--- config.mk ---
export PLATFORM = sky130hd
export DESIGN_NAME = fifo_drain
export DESIGN_NICKNAME = d
export VERILOG_FILES = /design/src/rtl/fifo_drain.sv
export SDC_FILE = /design/constraint.sdc
export NUM_CORES = 1
export LEC_CHECK = 0
export CAP_MARGIN = 30
export CELL_PAD_IN_SITES_DETAIL_PLACEMENT = 1
export CELL_PAD_IN_SITES_GLOBAL_PLACEMENT = 1
export CORE_MARGIN = 2
export CORE_UTILIZATION = 30
export DETAILED_ROUTE_END_ITERATION = 10
export GPL_ROUTABILITY_DRIVEN = 0
export PLACE_DENSITY = 0.83
export SYNTH_ARGS = -nofsm -noshare
export SYNTH_HDL_FRONTEND = slang
export SYNTH_SLANG_ARGS = --single-unit
--- constraint.sdc ---
create_clock -name clk -period 1.6 [get_ports clk]
set_input_delay 0.16 -clock clk [delete_from_list [all_inputs] [get_ports clk]]
set_output_delay 0.16 -clock clk [all_outputs]
set_load 0.01 [all_outputs]
--- src/rtl/fifo_drain.sv ---
// fifo_drain: pops one word at a time from the FIFO read port and holds it
// on a valid/ready output. Optional counter macro: FIFO_DRAIN_COUNT_EN.
module fifo_drain #(
  parameter int width = 4
) (
  input  logic             clk,
  input  logic             reset,
  input  logic             enable,
  input  logic             fifo_empty,
  output logic             fifo_read,
  input  logic [width-1:0] fifo_data,
  output logic             out_valid,
  input  logic             out_ready,
  output logic [width-1:0] out_data,
  output logic             busy,
  output logic [7:0]       drained_count
);

  typedef enum logic [1:0] {
    IDLE,
    READ,
    WAIT,
    VALID
  } state_t;

  state_t state;

  logic can_pop;
  logic accept;

  assign can_pop = enable & ~fifo_empty;
  assign accept  = out_valid & out_ready;

  // Pop/capture/present sequencer; every output is a register.
  always_ff @(posedge clk or posedge reset) begin
    if (reset) begin
      state     <= IDLE;
      fifo_read <= 1'b0;
      out_valid <= 1'b0;
      out_data  <= '0;
      busy      <= 1'b0;
    end else begin
      unique case (state)
        IDLE: begin
          if (can_pop) begin
            state     <= READ;
            fifo_read <= 1'b1;
            busy      <= 1'b1;
          end
        end
        READ: begin
          state     <= WAIT;
          fifo_read <= 1'b0;
        end
        WAIT: begin
          state     <= VALID;
          out_data  <= fifo_data;
          out_valid <= 1'b1;
        end
        VALID: begin
          if (accept) begin
            out_valid <= 1'b0;
            if (can_pop) begin
              state     <= READ;
              fifo_read <= 1'b1;
            end else begin
              state <= IDLE;
              busy  <= 1'b0;
            end
          end
        end
        default: begin
          state     <= IDLE;
          fifo_read <= 1'b0;
          out_valid <= 1'b0;
          busy      <= 1'b0;
        end
      endcase
    end
  end

`ifdef FIFO_DRAIN_COUNT_EN
  logic [7:0] cnt;

  // Count accepted words; wraps naturally at 8 bits.
  always_ff @(posedge clk or posedge reset) begin
    if (reset) begin
      cnt <= 8'd0;
    end else if (accept) begin
      cnt <= cnt + 8'd1;
    end
  end

  assign drained_count = cnt;
`else
  assign drained_count = 8'd0;
`endif

endmodule

* Word level (Yosys, flattened, before mapping) *
Cells that the tools add are included.

cells by class
  reduce and logical (&&, ||, !) cells = 8
  muxes and demuxes = 13
  equal/unequal tests = 6
  bitwise logic cells = 3

operators with widths
  cell                                                              number
  2-bit case mux with 4 select lines                                1
  1-bit 2-to-1 mux                                                  7
  2-bit != test (second input constant)                             3
  2-bit AND reduction                                               3
  2-bit == test (second input constant)                             2
  2-bit 2-to-1 mux                                                  2
  1-bit case mux with 2 select lines                                2
  4-bit AND reduction                                               1
  2-bit nonzero test                                                2
  1-bit case mux with 3 select lines                                1
  3-bit nonzero test                                                1
  1-bit bitwise AND                                                 2
  2-bit by 1-bit == test with 1-bit output (second input constant)  1
  2-bit zero test                                                   1
  1-bit NOT                                                         1

storage, ports and cells
  input port bits = 9
  bits in registers = 9

* Depth between registers and ports, before layout *
  depth in word-level cells = 5
  mapped depth = 5
  depth with buffers taken out = 5

* Worst setup path before layout *
No wires, ideal clock.

  path type = reg2reg
  start = register state[0]
  end = register state[1]
  path slack = 0.237 ns
  stages on the path, launching flop included = 5
  arrival time = 1.238 ns
  cell sequence = dfrtp_1 > ha_1 > a21boi_4 > a21oi_2 > mux2_4

on the way
  cells in the longest elaborated chain, start to end = 3
  elaborated cells on any way between the ends = 8
  classes of those cells = eq/ne (5); mux (1); reduce/logical (2)

ends and longest elaborated chain
  item                                              line  source
  start: declaration                                26    state_t state;
  start signal: assignment                          37    state <= IDLE;
  start signal: assignment                          46    state <= READ;
  start signal: assignment                          52    state <= WAIT;
  2-bit == test or 2-bit zero test (tied branches)  43    unique case (state)
  2-bit != test (no source line)                    n/a
  2-bit AND reduction (no source line)              n/a

Several ways; a longest one is shown, not always the timed one.
A chain may end at the register's enable or synchronous reset.

* Worst setup path in the final report *
  start = register out_valid
  end = output out_valid

RTL lines
  item                      line  source
  start: declaration        12    output logic out_valid,
  start signal: assignment  39    out_valid <= 1'b0;
  start signal: assignment  58    out_valid <= 1'b1;
  start signal: assignment  62    out_valid <= 1'b0;

No word-level cell between the ends.

==> impl_metrics.tcl <==
set metrics [dict create \
    cts.hold.buffers_added 0 \
    setup_viol 0 \
    rr_endpoint "out_data[0]" \
    io_pins 24 \
    fmax_mhz 704 \
    drt_wl_total_mm 1.15 \
    postLayoutCoreUtil_pct 42.2 \
    p_per_area_nw_per_um2 1880 \
    nFillCells 204 \
    grt_pass1_wl_mm 1.82 \
    syn_area_sq_um 552 \
    clkPwrFrac_pct 12.8 \
    final_antenna_net_count 0 \
    vias 393 \
    worst_ep_arrival_time_ns 1.26 \
    numCtsBuffers 3 \
    swShare_pct 36.2 \
    total_leakage_power_uw 0.000341 \
    syn_avg_cell_area_sq_um 11.0 \
    cts_resized 0 \
    wl_per_cell_um 12.3 \
    critical_path_class "flip-flop to primary output" \
    ys_ff_latch 9 \
    overflow 0 \
    path_clk_slew_ns 0.06 \
    yosysSeqAreaShare_pct 40.8 \
    worst-path-buf-inv 1 \
    synth_cell_types 19 \
    start_kind "flip-flop" \
    fin_crit_ns 1.42 \
    hp-class "input port to async pin" \
    ff2ff_path_depth 3 \
    ir_worst_vdd_v 0.000763 \
    via_per_inst 4.23 \
    crit_chain "clkdlybuf4s50_1" \
    crit_cells 1 \
    r2r_start "state[0]" \
    crit_end "out_valid" \
    coreArea_sq_um 1730 \
    rsz0062_at_grt "false" \
    cts_tree "yes" \
    die-height_um 46.9 \
    cp.required_ns 1.44 \
    outcome "completed" \
    end_kind "primary output" \
    r2r_slack_ns 0.20 \
    htree_levels 1 \
    drv_cap 0 \
    timing.final.max_slew_violations 0 \
    final_cells 93 \
    place_inst 89 \
    clock_skew_ns 0.00239 \
    area_delta_synth_final_pct 32.2 \
    path_delay_family "buffers and inverters" \
    antenna_found_initial 0 \
    power_frac_seq_pct 31.8 \
    cts_root_buf "clkbuf_4" \
    initial_core_util_pct 32.0 \
    track_usage_pct 12.4 \
    fin_crit_sh_pct 88.7 \
    fin_nets 83 \
    io_buffers 15 \
    syn_inst 50 \
    final_cell_mix "clkdlybuf4s50_1 (15), dfrtp_1 (9), conb_1 (8), inv_1 (6), ha_1 (5)" \
    cts.sinks 9 \
    finalHoldViolCount 0 \
    p_int_uw 874 \
    max_stage_delay_ns 0.57 \
    drtIter0Drc 1 \
    grt_pass1_vias 421 \
    switchingPower_uw 497 \
    p_comb_share_pct 55.4 \
    mostFrequentLayoutCell "clkdlybuf4s50_1" \
    postCtsSetupBuffers 0 \
    drive_gt1_share_pct 17.6 \
    clock_latency_ns 0.26 \
    cp_max_fo 4 \
    die_w_um 46.9 \
    dp_hpwl_um 944 \
    grt_start_max_net_pins 10 \
    row_count 15 \
    num_antenna_cells 0 \
    drc 0 \
    first_pass_iters 3 \
    tns_ns 0 \
    cts.path.max_buffers 2 \
    worstSetupStartpoint "out_valid" \
    die_area_sq_um 2200 \
    worst_path_max_delay_cell "clkdlybuf4s50_1" \
    yosys_warnings 0 \
]
[layer usage]
| layer | GRT usage (%) | vias up | share of wire (%) | wire length, um |
|---|---|---|---|---|
| met3 | 5.77 | 2 | 7.8 | 89 |
| met1 | 14.6 | 184 | 42 | 486 |
| met2 | 19.7 | 18 | 49 | 557 |
| met5 | 0 | - | 0 | 0 |
| li1 | - | 189 | - | - |
| met4 | 5.00 | 0 | 0.96 | 11 |
[cells by family after synthesis]
family	after synthesis	share of synthesized area, %
fa+ha+maj	5	11.3
other cells	1	0.680
compound gates	10	16.1
simple gates	5	4.53
mux	5	10.9
flops	9	40.8
buf+inv	15	15.6
[registers in the layout, summed over array words and instances (netlist names)]
name / flops
fifo_read: 1
out_data: 4
state: 2
busy: 1
out_valid: 1
[through the flow]
step / setup slack [ns] / power, uW / hold slack [ns] / cell area (sq um)
floorplan: 0.237 / 901 / -0.0121 / 578
global placement: 0.202 / 1160 / 0.447 / 703
detailed placement: 0.172 / 1210 / 0.462 / 703
CTS: 0.158 / 1390 / 0.185 / 729
global route: 0.129 / 1480 / 0.208 / 729
finish: 0.180 / 1370 / 0.175 / 729
[synth_stat cells (all sizes together)]
library cell	number	area share, %
a21oi	3	3.4
a2bb2oi	2	3.2
dfrtp	9	41
a41oi	1	1.6
nor2	3	2.0
a21boi	1	3.4
a311oi	1	1.6
buf	8	11
conb	1	0.68
mux2	5	11
inv	6	4.1
nand2b	1	1.6
nor3	1	0.91
a211oi	1	1.4
ha	5	11
o22a	1	1.6
clkbuf	1	0.68
[how the worst min path moves through the flow]
stage | start | end | slack, ns | depth (start not counted)
floorplan | reset | busy | -0.01 | 1
global placement | reset | out_data[0] | 0.45 | 2
detailed placement | reset | out_data[1] | 0.46 | 2
CTS | reset | state[1] | 0.19 | 2
global route | reset | out_data[1] | 0.21 | 2
finish | reset | out_data[0] | 0.17 | 2
[power by group through the flow]
| stage | Clock (uW) | Combinational, uW | Sequential [uW] |
|---|---|---|---|
| after floorplan | 0 | 434 | 467 |
| after global placement | 0 | 728 | 437 |
| after detailed placement | 0 | 763 | 444 |
| after CTS | 182 | 770 | 441 |
| after global routing | 198 | 831 | 453 |
| final | 176 | 759 | 436 |
[layout make-up]
class / instances / area [sq um] / area share [%]
inverters: 6 / 22.5 / 3.09
flip-flops and latches: 9 / 225 / 30.9
clock buffers: 4 / 26.3 / 3.60
multi-input cells: 33 / 267 / 36.5
repair buffers: 16 / 158 / 21.6
well taps: 25 / 31.3 / 4.29
Note: power is estimated with default switching activity, not from simulation.
==> patch: new RTL, config.mk and constraints unchanged <==
Re-encode `state_t` (4 states) as one-hot, 4 bits wide.
--- a/src/rtl/fifo_drain.sv
+++ b/src/rtl/fifo_drain.sv
@@ -18,7 +18,7 @@
 
-  typedef enum logic [1:0] {
-    IDLE,
-    READ,
-    WAIT,
-    VALID
+  typedef enum logic [3:0] {
+    IDLE  = 4'b0001,
+    READ  = 4'b0010,
+    WAIT  = 4'b0100,
+    VALID = 4'b1000
   } state_t;
Formal check against the unedited RTL: no difference found for any inputs over 10 cycles, from zero or initial values and one cycle with reset high; not proved beyond that.
==> patch against the unedited design <==
Register-to-register slack worse by 0.10 ns; non-clock buffer count up 2; synthesized cell count increased by 16%; maximum frequency is 5.3% lower; sequential cell count grew 2; final area up 11%; synthesized area rose by 15%; critical path depth rose by 2; worst setup slack worse by 0.080 ns; wire length rose by 11%.
Power is not compared: it rests on default switching activity, and its combinational part moved more than twofold at a synthesized area within 25%.
==> patch: results (changes against the unedited design) <==
status:
  outcome: "complete, no violations"  # unchanged
synth:
  synth.avg_cell_area_um2: 10.94  # was 11.04 µm²
  ys_seq_area_share_pct: 43.59  # was 40.82%
  synth_top_family_by_area: "simple AND/OR/NAND/NOR gates"  # was compound AO/OA/AOI/OAI gates
  synthAdderAreaFrac_pct: 0  # was 11.34%
  ys_seq_elements: 11  # was 9
  ys.flop_type: "dfrtp_1"  # unchanged
  muxShareOfSynthArea_pct: 8.679  # was 10.88%
  ys_types: 29  # was 19
  synthTopCellsByCount: "buf_4, dfrtp_1, mux2_2, nor2b_1, nor3_1"  # was dfrtp_1, buf_4, inv_1
  ys_top_cells_by_area: "dfrtp_1, buf_4, mux2_2"  # was dfrtp_1, ha_1, buf_4
  synthXorXnorAreaFrac_pct: 1.381  # was 0%
  synth_compound_area_share_pct: 11.83  # was 16.10%
cts:
  cts-root-buf: "clkbuf_4"  # unchanged
  worstSkewPairLatency_ns: 0.27
  cts_resized: 0  # unchanged
  clk_pin_slew_ns: 0.08  # was 0.06 ns
  numCtsBuffers: 3  # unchanged
  h-tree-depth: 1  # unchanged
drt:
  wl_met3_um: 66  # was 89 µm
  top_layer: "met3"  # was met4
  first_iter_violations: 1  # unchanged
  dr_wl_met2_um: 662  # was 557 µm
  drt-met1-wl_um: 540  # was 486 µm
  first_pass_iters: 2  # was 3
  wl_um: 1268  # was 1145 µm
  avgViaCountPerCell: 4.510  # was 4.226
finish:
  clk_share_pct: 3.395  # was 3.602%
  sh_seq_area_pct: 34.26  # was 30.87%
  multi_input_area_share_pct: 36.42  # was 36.54%
  reg.largest.list: "out_data (4), state (4)"  # was out_data (4), state (2)
  syn_to_final_growth_pct: 27.81  # was 32.20%
  buffers: 18  # was 16
  bufAreaShareNonClock_pct: 21.30  # was 21.61%
  nFillCells: 224  # was 204
  num-nonclk-inverters: 1  # was 6
  layout-drive-gt1-share_pct: 20.00  # was 17.65%
  instances_no_fill: 102  # was 93
  regArea_um2: 277.8  # was 225.2 µm²
  nets: 85  # was 83
  multi_input_gates: 41  # was 33
grt:
  grtUsageTotal_pct: 11.04  # was 12.43%
  use_met1_pct: 13.53  # was 14.55%
  grt.met2_usage_pct: 18.42  # was 19.73%
  antenna_found_initial: 0  # unchanged
  grt_pass1_wl_um: 2076  # was 1821 µm
  grt_max_degree: 13  # was 10
  grt_util_met3_pct: 4.545  # was 5.769%
  grt_pass1_vias: 461  # was 421
worst_setup_path:
  cp_max_fo: 12  # was 4
placement:
  dpl.cell_count: 98  # was 89
  place_area_um2: 775.7  # was 703.2 µm²
  dp_hpwl_um: 988.3  # was 944.2 µm
timing:
  finalClockSkew_ns: 0.006001  # was 0.002390 ns
pwr:
  switching_share_pct: 28.13
  pg_seq_w: 0.000346
==> patch: worst max-delay path, cell delays in order, from the launching register on <==
cell and delay, ns:
dfrtp_1 0.59, or4b_1 0.47, a31oi_1 0.20, o32a_1 0.18
==> patch: metrics by stage <==
stage               setup WS [ns]  hold slack, ns
floorplan                  0.2065         0.01172
global placement          0.07903          0.4820
detailed placement        0.04226          0.4955
CTS                       0.05155          0.2103
global route              0.01158          0.2283
finish                     0.1003          0.1880
==> patch: final timing paths <==
path	startpoint	to	slack, ns	cells after the start
min in group clk	fifo_data[0]	out_data[0]$_DFFE_PP0P_	0.49	2
max	state[3]$_DFFE_PP0P_	busy$_DFFE_PP0P_	0.10	3
max in group asynchronous	reset	state[0]$_DFFE_PP1P_	1.09	2
max reg2reg	state[3]$_DFFE_PP0P_	busy$_DFFE_PP0P_	0.10	3
min reg2reg	out_data[3]$_DFFE_PP0P_	out_data[3]$_DFFE_PP0P_	0.52	1
min	reset	out_data[2]$_DFFE_PP0P_	0.19	2
